==> config.mk <==
export PLATFORM = sky130hd
export DESIGN_NAME = icb_conv_arbiter
export DESIGN_NICKNAME = d
export VERILOG_FILES = /design/src/rtl/icb_conv_arbiter.sv
export SDC_FILE = /design/constraint.sdc
export NUM_CORES = 1
export LEC_CHECK = 0
export BUFFER_PORTS_ARGS = -buffer_cell sky130_fd_sc_hd__buf_2
export CAP_MARGIN = 20
export CELL_PAD_IN_SITES_DETAIL_PLACEMENT = 0
export CELL_PAD_IN_SITES_GLOBAL_PLACEMENT = 1
export CORE_AREA = 2 2 123 125
export CTS_BUF_LIST = sky130_fd_sc_hd__clkbuf_16
export DETAILED_ROUTE_END_ITERATION = 10
export DIE_AREA = 0 0 125 127
export GPL_TIMING_DRIVEN = 0
export PLACE_DENSITY_LB_ADDON = 0.1
export SLEW_MARGIN = 20
export SYNTH_ARGS = -nofsm -noshare
export SYNTH_HDL_FRONTEND = slang
export SYNTH_SLANG_ARGS = --single-unit
==> constraint.sdc <==
create_clock -name clk -period 7.4 [get_ports clk]
set_clock_uncertainty 0.15 [all_clocks]
set_input_delay 1.48 -clock clk [delete_from_list [all_inputs] [get_ports clk]]
set_output_delay 1.48 -clock clk [all_outputs]
set_load 0.02 [all_outputs]
==> src/rtl/icb_conv_arbiter.sv <==
// Two-master, one-slave ICB arbiter: CPU data port (m0) and conv engine (m1) share one memory path.
// Define ICB_ARB_RR_EN for round-robin tie-breaking; the default build uses fixed priority with m0 winning ties.
module icb_conv_arbiter #(
  parameter int OUTS_DEPTH = 4,
  parameter int AW         = 32
) (
  input  logic          clk,
  input  logic          rst_n,

  input  logic          m0_icb_cmd_valid,
  output logic          m0_icb_cmd_ready,
  input  logic [AW-1:0] m0_icb_cmd_addr,
  input  logic          m0_icb_cmd_read,
  input  logic [31:0]   m0_icb_cmd_wdata,
  input  logic [3:0]    m0_icb_cmd_wmask,
  output logic          m0_icb_rsp_valid,
  input  logic          m0_icb_rsp_ready,
  output logic [31:0]   m0_icb_rsp_rdata,

  input  logic          m1_icb_cmd_valid,
  output logic          m1_icb_cmd_ready,
  input  logic [AW-1:0] m1_icb_cmd_addr,
  input  logic          m1_icb_cmd_read,
  input  logic [31:0]   m1_icb_cmd_wdata,
  input  logic [3:0]    m1_icb_cmd_wmask,
  output logic          m1_icb_rsp_valid,
  input  logic          m1_icb_rsp_ready,
  output logic [31:0]   m1_icb_rsp_rdata,

  output logic          s_icb_cmd_valid,
  input  logic          s_icb_cmd_ready,
  output logic [AW-1:0] s_icb_cmd_addr,
  output logic          s_icb_cmd_read,
  output logic [31:0]   s_icb_cmd_wdata,
  output logic [3:0]    s_icb_cmd_wmask,
  input  logic          s_icb_rsp_valid,
  output logic          s_icb_rsp_ready,
  input  logic [31:0]   s_icb_rsp_rdata,

  output logic          arb_err
);

  localparam int PW = $clog2(OUTS_DEPTH);
  localparam int CW = $clog2(OUTS_DEPTH + 1);

`ifdef ICB_ARB_RR_EN
  localparam bit RR_EN = 1'b1;
`else
  localparam bit RR_EN = 1'b0;
`endif

  logic                  lock;
  logic                  lock_id;
  logic                  rr_last;
  logic [OUTS_DEPTH-1:0] id_fifo;
  logic [PW-1:0]         wptr;
  logic [PW-1:0]         rptr;
  logic [CW-1:0]         cnt;

  logic full;
  logic empty;
  logic gnt;
  logic gnt_valid;
  logic head;
  logic push;
  logic pop;

  // full uses the registered count, so a same-cycle pop frees its slot only next cycle
  assign full  = (cnt == CW'(OUTS_DEPTH));
  assign empty = (cnt == '0);

  always_comb begin
    gnt = 1'b0;
    if (lock)
      gnt = lock_id;
    else if (m0_icb_cmd_valid && m1_icb_cmd_valid)
      gnt = RR_EN ? ~rr_last : 1'b0;
    else
      gnt = m1_icb_cmd_valid;
  end

  assign gnt_valid        = gnt ? m1_icb_cmd_valid : m0_icb_cmd_valid;
  assign s_icb_cmd_valid  = gnt_valid & ~full;
  assign s_icb_cmd_addr   = gnt ? m1_icb_cmd_addr  : m0_icb_cmd_addr;
  assign s_icb_cmd_read   = gnt ? m1_icb_cmd_read  : m0_icb_cmd_read;
  assign s_icb_cmd_wdata  = gnt ? m1_icb_cmd_wdata : m0_icb_cmd_wdata;
  assign s_icb_cmd_wmask  = gnt ? m1_icb_cmd_wmask : m0_icb_cmd_wmask;
  assign m0_icb_cmd_ready = ~gnt & s_icb_cmd_ready & ~full;
  assign m1_icb_cmd_ready =  gnt & s_icb_cmd_ready & ~full;

  assign head             = id_fifo[rptr];
  assign m0_icb_rsp_valid = s_icb_rsp_valid & ~empty & ~head;
  assign m1_icb_rsp_valid = s_icb_rsp_valid & ~empty &  head;
  assign m0_icb_rsp_rdata = s_icb_rsp_rdata;
  assign m1_icb_rsp_rdata = s_icb_rsp_rdata;
  // with nothing outstanding a stray response is sunk rather than stalling the slave
  assign s_icb_rsp_ready  = empty ? 1'b1 : (head ? m1_icb_rsp_ready : m0_icb_rsp_ready);

  assign push = s_icb_cmd_valid & s_icb_cmd_ready;
  assign pop  = s_icb_rsp_valid & s_icb_rsp_ready & ~empty;

  always_ff @(posedge clk or negedge rst_n) begin
    if (!rst_n) begin
      lock    <= 1'b0;
      lock_id <= 1'b0;
      rr_last <= 1'b1;
      id_fifo <= '0;
      wptr    <= '0;
      rptr    <= '0;
      cnt     <= '0;
      arb_err <= 1'b0;
    end else begin
      if (s_icb_cmd_valid) begin
        if (s_icb_cmd_ready) begin
          lock          <= 1'b0;
          rr_last       <= gnt;
          id_fifo[wptr] <= gnt;
          wptr          <= wptr + 1'b1;
        end else begin
          lock    <= 1'b1;
          lock_id <= gnt;
        end
      end
      if (pop)
        rptr <= rptr + 1'b1;
      if (push && !pop)
        cnt <= cnt + 1'b1;
      else if (pop && !push)
        cnt <= cnt - 1'b1;
      if (s_icb_rsp_valid && empty)
        arb_err <= 1'b1;
    end
  end

endmodule

### Yosys cells after proc, flatten, opt, wreduce, memory -nomap -nowiden

Cells that the tools add are included.

* logic and storage cells: 59
* register bits: 14
* output and inout bits: 140
* bits of input ports: 178

* multiplexer cells: 17
* bitwise operators: 16
* reductions and logical operators: 11
* add/subtract/negate cells: 4
* equal/unequal tests: 1
* order comparisons: 3

Operators with widths (count)
* 32-bit 2-to-1 mux: 2
* 1-bit bitwise AND: 11
* 1-bit 2-to-1 mux: 9
* 2-bit by 3-bit less-than comparator with 1-bit output, second input constant: 2
* 3-bit 2-to-1 mux: 2
* 1-bit logical AND: 5
* 1-bit inverter: 5
* 2-bit by 1-bit adder with 2-bit output, second input constant: 2
* 4-bit bitwise mux: 1
* 4-bit 2-to-1 mux: 1
* 2-bit AND reduction: 2
* 3-bit by 1-bit adder with 3-bit output, second input constant: 1
* 3-bit == test, second input constant: 1
* 3-bit zero test: 1
* 3-bit by 1-bit subtractor with 3-bit output, second input constant: 1
* 1-bit binary-select mux with 2-bit select: 1
* 1-bit demux with 2-bit select: 1
* 2-bit by 1-bit >= comparator with 1-bit output, second input constant: 1
* 1-bit zero test: 2
* 2-bit nonzero test: 1

### Depth between registers and ports, before layout

Gate-level depths: netlist (run 1).

* depth after elaboration: 10
* mapped depth: 11
* gate-level depth less buffers: 10

### Worst setup path after synthesis (run 1)

No wires, ideal clock.

* kind: input port to output port
* start: input m1_icb_cmd_valid
* end: output m1_icb_cmd_ready
* arrival time: 2.344 ns
* slack: 3.426 ns
* cell stages on the path: 5
* data required time: 5.770 ns
* path buffers: 2
* path through: nand2b_1 > o21a_1 > clkbuf_1 > buf_2 > nor2_1

* cells in the longest elaborated chain, start to end: 5

Ends and longest elaborated chain
* from (decl): RTL line 20 `input logic m1_icb_cmd_valid,`
* 1-bit logical AND: RTL line 76 `else if (m0_icb_cmd_valid && m1_icb_cmd_valid)`
* 1-bit 2-to-1 mux (*): RTL line 76
* 1-bit 2-to-1 mux (*): RTL line 74 `if (lock)`
* 1-bit bitwise AND (*) (2 in series): RTL line 89 `assign m1_icb_cmd_ready = gnt & s_icb_cmd_ready & ~full;`
* to (decl): RTL line 21 `output logic m1_icb_cmd_ready,`

Mark *: on every way between the ends. The rest lies on a longest branch, timed or not.

### Worst setup path in the final report (run 1)

* start: input m1_icb_cmd_valid
* end: output s_icb_cmd_addr[9]

* cells in the longest elaborated chain, start to end: 4

Ends and longest elaborated chain
* 1-bit logical AND: RTL line 76
* 1-bit 2-to-1 mux (*): RTL line 76
* 1-bit 2-to-1 mux (*): RTL line 74
* 32-bit 2-to-1 mux (*): RTL line 84 `assign s_icb_cmd_addr = gnt ? m1_icb_cmd_addr : m0_icb_cmd_addr;`
* to (decl): RTL line 32 `output logic [AW-1:0] s_icb_cmd_addr,`

Marks and branches as above.

==> results.txt, run 1 <==
Top FF cell, synth: dfrtp_1
Synth-to-Final Area Change: 80.3%
maximum capacitance violations: 0
Final min period: 4.55 ns
H-tree Lvls: 1
crit path kind: in2out
RSZ-0062 raised after global routing: false
Worst setup SP type: input port
grt ovf: 0
min-delay worst type: reg2reg
buffers added on ports: 285
FFs w/ async S/R, synth: 1.00
clock sinks: 14
maximum root-to-sink buffer count: 2
slowest stage delay, CP: 0.38 ns
Compound-Gate Fraction of Synth Area: 0.0614
io pins: 318
P_leak: 2.53 nW
clock latency on the worst-skew pair: 0.24 ns
cells along the critical path: buf_2 > nand2b_1 > o21a_1 > clkbuf_1 > buf_2 > nand2_1 > nand2_1 > buf_2
Initial Util: 0.150
Worst Path Required: 5.77 ns
slowest CP cell: clkbuf_1
DR vias/cell: 3.78
fmax: 0.220 GHz
CTS root buf: clkbuf_16
Crit path top cell by count: buf_2
Die ar.: 15900 µm²
CTS tree: yes
post-synthesis sequential area ratio: 0.162
period utilization: 0.615
max_slew headroom: 0.682
std cell rows: 44
number of synthesized flops with an enable pin: 0
top-area cell type share of the netlist area: 0.368
Synth area leader: nand2_1
DRT iter0 DRCs: 85
mux cell area share after synthesis: 0.0400
main combinational cell family by area after synthesis: simple AND/OR/NAND/NOR gates
total CTS buffers: 3
synth warn: 0
Final nets: 836
DP HPWL: 9800 µm
DR WL/cell: 13.5 µm
CP top delay family: buffers and inverters
Syn Inst Count: 362
Synth cell types: 31
outcome: completed
r2r setup slk: 4.84 ns
Synth Area in Adders: 0.0382
syn_area_per_cell: 5.97 µm²
largest net degree at the start of global routing: 15
cts hold-fix bufs: 0
final hold violations: 0
Non-Filler Instances: 835
Max VDD drop: 0.000150 V
Setup violations, final: 0
Synth Cell Area: 2160 µm²
DRT Pass-1 Iters: 4
Slew Viols, Final: 0
Yosys reg bits: 14
Core Region: 14400 µm²
Critical Path Fanout Max: 10
routed via count: 3160
die height: 127 µm
initial antenna violation count: 1
PD cells: 342 nW/µm²
ratio of cells with drive above 1 in the final layout: 0.571
post_cts resized: 0
GR Util All Layers: 0.129
Setup TNS: 0 ns
actual slew at the worst max-slew pin: 0.476 ns
Crit path arrival time: 2.92 ns
crit end category: output port
number of global-route vias before repair: 2939
Detail Route Antenna Nets: 0
largest cells by area after synthesis: nand2_1 (37%), buf_4 (22%), dfrtp_1 (16%)
Mapped Nets: 546
Die Span X: 125 µm
CP bufs+invs: 4
Worst-path clk slew: 0.04 ns
global-route wire length before repair: 16400 µm
Total Wirelength: 11200 µm
Synth Area in XOR/XNOR: 0.0203
Final Wtd Congestion: 0.885
# Post-CTS Setup Buffers: 0
# fillers: 1661
placed cells: 831
Simple-Gate Fraction of Synth Area: 0.404
DRC: 0
==> through the flow <==
step	utilization	instance area, µm²	power, mW	hold WS (ns)	setup WS, ns
floorplan	-	2160	0.866	0.296	3.43
global placement	0.265	3820	1.25	0.308	2.78
detailed placement	0.265	3820	1.26	0.316	2.73
CTS	0.270	3890	1.36	0.330	2.73
global route	0.270	3890	1.46	0.354	2.58
finish	0.270	3890	1.33	0.323	2.85
==> sequential cells by signal (all words and copies together), names as in the netlist <==
name	count
wptr	2
id_fifo	4
lock_id	1
cnt	3
arb_err	1
lock	1
rptr	2
==> worst reg2reg max path, stage by stage (launching register included) <==
cell and delay (ns):
dfrtp_1 0.42, or3b_1 0.45, o211a_1 0.17, buf_6 0.14, o21ai_4 0.09, inv_1 0.07
ha_1 0.22, inv_1 0.07, fa_1 0.39, mux2_2 0.27
==> final timing paths <==
kind	from	end	depth (start not counted)
setup reg to reg	cnt[0]	cnt[1]	9
max in group asynchronous	rst_n	cnt[1]	1
setup / recovery	m1_icb_cmd_valid	s_icb_cmd_addr[9]	8
min in group asynchronous	rst_n	rptr[0]	1
hold reg to reg	arb_err	arb_err	1
hold / removal	arb_err	arb_err	1
==> cell usage in the layout, fill, tap and decap left out, types with 4 or more instances in the layout <==
master and n:
buf_4 64, nor2_1 4, nand2_1 212, dfrtp_1 14, nand3_1 4, buf_2 299, a32o_1 4, ha_1 5
inv_1 6, mux2i_1 6
==> layout make-up <==
cell class | count | area, µm² | area share
Multi-Input combinational cell | 261 | 1220 | 0.313
Buffer | 81 | 569 | 0.146
Sequential cell | 14 | 350 | 0.0899
Antenna cell | 1 | 2.50 | 0.000642
Timing Repair Buffer | 285 | 1430 | 0.366
Clock buffer | 3 | 75.1 | 0.0193
Tap cell | 184 | 230 | 0.0591
Inverter | 6 | 22.5 | 0.00578
==> cell usage after synthesis (all sizes together) (2+ instances only) <==
library cell and count:
mux2i 6, o21ai 4, buf 79, xnor2 2
inv 6, nand3 4, a32o 4, ha 5
clkbuf 2, xor2 3, nand2 212, o31ai 3
dfrtp 14, mux2 2, nor2 4, o21a 2
==> metal layers <==
layer  GRT usage  wire, µm  up-vias
met3      0.0180       689       10
met1       0.150      4330     1374
met5           0         0        -
li1            -         -     1630
met4      0.0248       131        0
met2       0.253      6090      146
==> where the power goes <==
group | switching (mW) | total, mW | internal (mW)
clock | 0.0287 | 0.0991 | 0.0705
sequential | 0.0330 | 0.148 | 0.115
combinational | 0.702 | 1.08 | 0.382
total | 0.764 | 1.33 | 0.568
==> cells by family after synthesis <==
group                    Yosys count
AND/OR/NAND/NOR                  226
buffers and inverters             87
AO/OA/AOI/OAI                     16
flip-flops                        14
multiplexers                       8
adder cells (fa/ha/maj)            6
XOR/XNOR                           5
No activity file was read; power rests on OpenSTA's default activity.
==> run 2, diff against run 1 <==
--- a/config.mk
+++ b/config.mk
@@ -9,10 +9,10 @@
 export CAP_MARGIN = 20
 export CELL_PAD_IN_SITES_DETAIL_PLACEMENT = 0
 export CELL_PAD_IN_SITES_GLOBAL_PLACEMENT = 1
-export CORE_AREA = 2 2 123 125
+export CORE_AREA = 2 2 124 126
 export CTS_BUF_LIST = sky130_fd_sc_hd__clkbuf_16
 export DETAILED_ROUTE_END_ITERATION = 10
-export DIE_AREA = 0 0 125 127
+export DIE_AREA = 0 0 126 128
 export GPL_TIMING_DRIVEN = 0
 export PLACE_DENSITY_LB_ADDON = 0.1
 export SLEW_MARGIN = 20
==> constraint.sdc (replaced) <==
create_clock -name clk -period 4.05 [get_ports clk]
set_clock_uncertainty 0.15 [all_clocks]
set_input_delay 0.81 -clock clk [delete_from_list [all_inputs] [get_ports clk]]
set_output_delay 0.81 -clock clk [all_outputs]
set_load 0.02 [all_outputs]
==> results.txt, run 2 (synthesized netlist as in run 1, its figures left out) <==
outcome: completed
commonest cells after routing, fill and taps aside: buf_2 (299), nand2_1 (212), buf_4 (64)
largest net degree at the start of global routing: 15 (unchanged)
maximum capacitance violations: 0 (unchanged)
Clock power frac: 0.076 (+0.002)
DR vias/cell: 3.72 (-1.7%)
Initial Util: 0.145 (-0.00444)
io pins: 318 (unchanged)
buffers added on ports: 285 (unchanged)
Finished Cell Area: 3900 µm² (about the same)
Critical Path Fanout Max: 10 (unchanged)
placed inst area: 3820 µm² (+0.13%)
std cell rows: 45 (+2.3%)
RSZ-0062 raised after global routing: false
grt ovf: 0 (unchanged)
number of global-route vias before repair: 2866 (-2.5%)
ratio of cells with drive above 1 in the final layout: 0.571 (unchanged)
min-delay worst type: in2async
DRT Pass-1 Iters: 4 (unchanged)
initial antenna violation count: 0 (-1)
Max VDD drop: 0.000248 V (+65%)
CP bufs+invs: 4 (unchanged)
Worst setup SP type: input port
Die Span X: 126 µm (+0.80%)
commonest non-fill, non-tap cell in the layout: buf_2
Detail Route Antenna Nets: 0 (unchanged)
post_cts resized: 0 (unchanged)
Worst-path clk slew: 0.05 ns (about the same)
period utilization: 0.808
fmax: 0.306 GHz
Crit path top cell by count: buf_2
Reg power frac: 0.112 (about the same)
global-route wire length before repair: 15900 µm (-3.1%)
DRT iter0 DRCs: 100 (+18%)
clock latency on the worst-skew pair: 0.24 ns (about the same)
final hold violations: 0 (unchanged)
routed via count: 3118 (-1.3%)
maximum root-to-sink buffer count: 2 (unchanged)
most flop-heavy register: id_fifo
DR WL/cell: 13.4 µm (-0.24%)
max FFs per register: 4 (unchanged)
P_leak: 2.53 nW (unchanged)
max_slew headroom: 0.686 (+0.00355)
die height: 128 µm (+0.79%)
NetSw: 1.39 mW (+82%)
Total Wirelength: 11200 µm (+0.12%)
CP top delay family: buffers and inverters
P_int: 1.04 mW (+83%)
crit end category: output port
Setup violations, final: 0 (unchanged)
Crit path arrival time: 2.31 ns (-0.61 ns)
total CTS buffers: 3 (unchanged)
Slew Viols, Final: 0 (unchanged)
cts hold-fix bufs: 0 (unchanged)
Finished Core Util: 0.262 (-0.00783)
Final Wtd Congestion: 0.798 (-9.8%)
Die ar.: 16100 µm² (+1.6%)
crit path kind: in2out
Final nets: 836 (unchanged)
Setup TNS: 0 ns (unchanged)
CTS tree: yes
r2r setup slk: 1.49 ns (-3.35 ns)
DP HPWL: 9740 µm (-0.58%)
ANT cells: 0 (-1)
DRC: 0 (unchanged)
H-tree Lvls: 1 (unchanged)
Worst Path Required: 3.09 ns (-2.68 ns)
cells along the critical path: buf_2 > nand2b_1 > o21a_1 > clkbuf_1 > buf_2 > nand2_1 > nand2_1 > buf_2
clock sinks: 14 (unchanged)
slowest stage delay, CP: 0.40 ns (+0.02 ns)
Synth-to-Final Area Change: 80.4% (about the same)
sw frac: 0.572 (-0.00167)
Final min period: 3.27 ns
Core Region: 14900 µm² (+3.1%)
slowest CP cell: buf_2
PD cells: 623 nW/µm² (+82%)
largest registers: id_fifo x4, cnt x3
CTS root buf: clkbuf_16
actual slew at the worst max-slew pin: 0.471 ns (-0.00532 ns)
Comb pwr share: 0.812 (-0.002)
# Post-CTS Setup Buffers: 0 (unchanged)
GR Util All Layers: 0.125 (-0.00490)
run 2: path summary, 6_finish.rpt:
kind | startpoint | to | cells past startpoint
min in group clk | arb_err | arb_err | 1
max in group asynchronous | rst_n | arb_err | 1
max reg2reg | rptr[1] | cnt[1] | 8
min | rst_n | id_fifo[0] | 1
max | m1_icb_cmd_valid | s_icb_cmd_addr[14] | 8
min reg2reg | arb_err | arb_err | 1
run 2: power by group through the flow:
stage          Clock (mW)  Sequential [mW]  Combinational (mW)
6_report            0.184            0.272                1.97
5_1_grt             0.199            0.283                2.18
4_1_cts             0.190            0.271                2.02
3_5_place_dp            0            0.272                2.02
3_3_place_gp            0            0.270                2.01
2_1_floorplan           0            0.261                1.32
run 2: worst register-to-register path, stage by stage (launching register included):
cell and delay (ns):
dfrtp_1 0.42, mux2i_1 0.35, mux2i_1 0.19, mux2i_1 0.17, or2_1 0.23, ha_1 0.20, inv_1 0.07, fa_1 0.41
mux2_2 0.26
run 2: area by class of cell:
type                    count  area (µm²)
fillers                  1731       11000
repair buffers            285        1430
multi-input cells         261        1220
plain buffers              81         569
flip-flops and latches     14         350
well taps                 188         235
clock buffers               3        75.1
inverters                   6        22.5
run 2: routing by layer:
layer,wire length (µm),share of wire,GRT usage
met1,4030,0.36,0.136
met2,6460,0.57,0.259
met3,721,0.064,0.0163
met4,46,0.0041,0.0162
met5,0,0,0
run 2: metrics by stage:
step	hold slack [ns]	setup WS [ns]	total power [mW]	instances
2_1_floorplan	0.296	1.42	1.58	362
3_3_place_gp	0.304	0.680	2.28	835
3_5_place_dp	0.316	0.666	2.29	835
4_1_cts	0.330	0.657	2.48	838
5_1_grt	0.338	0.547	2.67	838
6_report	0.322	0.777	2.43	838
==> run 3, diff against run 2 <==
==> constraint.sdc (replaced) <==
create_clock -name clk -period 2.8 [get_ports clk]
set_clock_uncertainty 0.15 [all_clocks]
set_input_delay 0.56 -clock clk [delete_from_list [all_inputs] [get_ports clk]]
set_output_delay 0.56 -clock clk [all_outputs]
set_load 0.02 [all_outputs]
==> results.txt, run 3 (synthesized netlist as in run 1, its figures left out) <==
outcome: completed
critical path launch point: lock
Hold Worst Slack: 0.0715 ns (-0.250 ns)
P_int: 1.51 mW (+45%)
crit end category: output port
total CTS buffers: 3 (unchanged)
r2r setup slk: 0.25 ns (-1.24 ns)
Final nets: 835 (-0.12%)
crit path kind: reg2out
max_slew headroom: 0.709 (+0.0232)
Die ar.: 16100 µm² (unchanged)
placed inst area: 3820 µm² (unchanged)
GR Util All Layers: 0.124 (-0.000176)
# fillers: 1731 (unchanged)
clock latency on the worst-skew pair: 0.24 ns (about the same)
min-delay worst type: in2async
CTS root buf: clkbuf_16
Comb pwr share: 0.813 (about the same)
Worst R2R End: cnt[1]
clock sinks: 14 (unchanged)
FF-to-FF Start: rptr[1]
number of global-route vias before repair: 2861 (-0.17%)
DRT iter0 DRCs: 99 (-1.0%)
NetSw: 2.01 mW (+45%)
Worst Path Required: 2.09 ns (-1.00 ns)
global-route wire length before repair: 15900 µm (-0.13%)
Die Span X: 126 µm (unchanged)
largest registers: id_fifo x4, cnt x3
DR WL/cell: 13.4 µm (about the same)
placed cells: 835 (unchanged)
max FFs per register: 4 (unchanged)
DRT Pass-1 Iters: 4 (unchanged)
ANT cells: 0 (unchanged)
ratio of cells with drive above 1 in the final layout: 0.573 (+0.00242)
area of the multi-input gates: 1220 µm² (+0.10%)
Critical Path Fanout Max: 10 (unchanged)
DP HPWL: 9740 µm (unchanged)
Setup violations, final: 0 (unchanged)
routed via count: 3123 (+0.16%)
Finished Cell Area: 3900 µm² (about the same)
largest net degree at the start of global routing: 15 (unchanged)
Reg power frac: 0.112 (about the same)
register area: 350 µm² (unchanged)
Clock power frac: 0.076 (about the same)
io pins: 318 (unchanged)
fmax: 0.388 GHz
P_leak: 2.53 nW (about the same)
std cell rows: 45 (unchanged)
period utilization: 0.921
Detail Route Antenna Nets: 0 (unchanged)
Non-Filler Instances: 837 (-0.12%)
post_cts resized: 0 (unchanged)
Crit path arrival time: 1.87 ns (-0.44 ns)
Slew Viols, Final: 0 (unchanged)
initial antenna violation count: 0 (unchanged)
sw frac: 0.571 (-0.00134)
actual slew at the worst max-slew pin: 0.436 ns (-0.0348 ns)
Total Wirelength: 11200 µm (-0.20%)
DR vias/cell: 3.73 (+0.28%)
final hold violations: 0 (unchanged)
buffers added on ports: 285 (unchanged)
Synth-to-Final Area Change: 80.5% (about the same)
Final Wtd Congestion: 0.798 (unchanged)
RSZ-0062 raised after global routing: false
Max VDD drop: 0.000358 V (+44%)
Worst-path clk slew: 0.05 ns (about the same)
Core Region: 14900 µm² (unchanged)
commonest non-fill, non-tap cell in the layout: buf_2
maximum capacitance violations: 0 (unchanged)
Worst setup SP type: flop
cts hold-fix bufs: 0 (unchanged)
CTS tree: yes
# Post-CTS Setup Buffers: 0 (unchanged)
maximum root-to-sink buffer count: 2 (unchanged)
Setup TNS: 0 ns (unchanged)
H-tree Lvls: 1 (unchanged)
Worst R2R Path Depth: 8 (unchanged)
PD cells: 901 nW/µm² (+45%)
grt ovf: 0 (unchanged)
Power, Total: 3.52 mW (+45%)
Final min period: 2.58 ns
Initial Util: 0.145 (unchanged)
DRC: 0 (unchanged)
die height: 128 µm (unchanged)
most flop-heavy register: id_fifo
commonest cells after routing, fill and taps aside: buf_2 (297), nand2_1 (212), buf_4 (64)
[run 3: power by group through the flow]
stage	clock network [mW]	registers (mW)	logic, mW
floorplan	0	0.378	1.91
global placement	0	0.390	2.91
detailed placement	0	0.394	2.92
CTS	0.275	0.392	2.92
global route	0.288	0.410	3.16
finish	0.266	0.392	2.86
[run 3: area by class of cell]
type / instances / area share
Timing Repair Buffer: 285 / 0.366
Inverter: 6 / 0.00577
Clock buffer: 3 / 0.0192
Sequential cell: 14 / 0.0898
Multi-Input combinational cell: 261 / 0.313
Tap cell: 188 / 0.0603
Buffer: 80 / 0.146
[run 3: through the flow]
| stage | setup WS (ns) | utilization |
|---|---|---|
| after floorplan | 0.397 | - |
| after global placement | -0.0696 | 0.257 |
| after detailed placement | -0.0839 | 0.257 |
| after CTS | 0.0506 | 0.262 |
| after global routing | 0.0518 | 0.262 |
| final | 0.221 | 0.262 |
[run 3: routing by layer]
metal  vias to the layer above  part of all wire  global-route usage
met4                         0             0.010              0.0220
met1                      1350              0.36               0.135
met5                         -                 0                   0
li1                       1626                 -                   -
met3                         8             0.061              0.0175
met2                       139              0.57               0.256
[run 3: worst max-delay path: stages (launching register included)]
cell	delay (ns)
dfrtp_1	0.38
nand2b_1	0.21
o21ai_1	0.18
clkbuf_4	0.25
clkbuf_4	0.27
nand2_1	0.08
nand2_1	0.07
buf_2	0.17
[run 3: worst max path at each step]
stage	to	slack, ns
after floorplan	cnt[1]	0.40
after global placement	s_icb_cmd_addr[14]	-0.07
after detailed placement	s_icb_cmd_addr[14]	-0.08
after CTS	s_icb_cmd_addr[18]	0.05
after global routing	s_icb_cmd_wdata[3]	0.05
final	s_icb_cmd_addr[18]	0.22
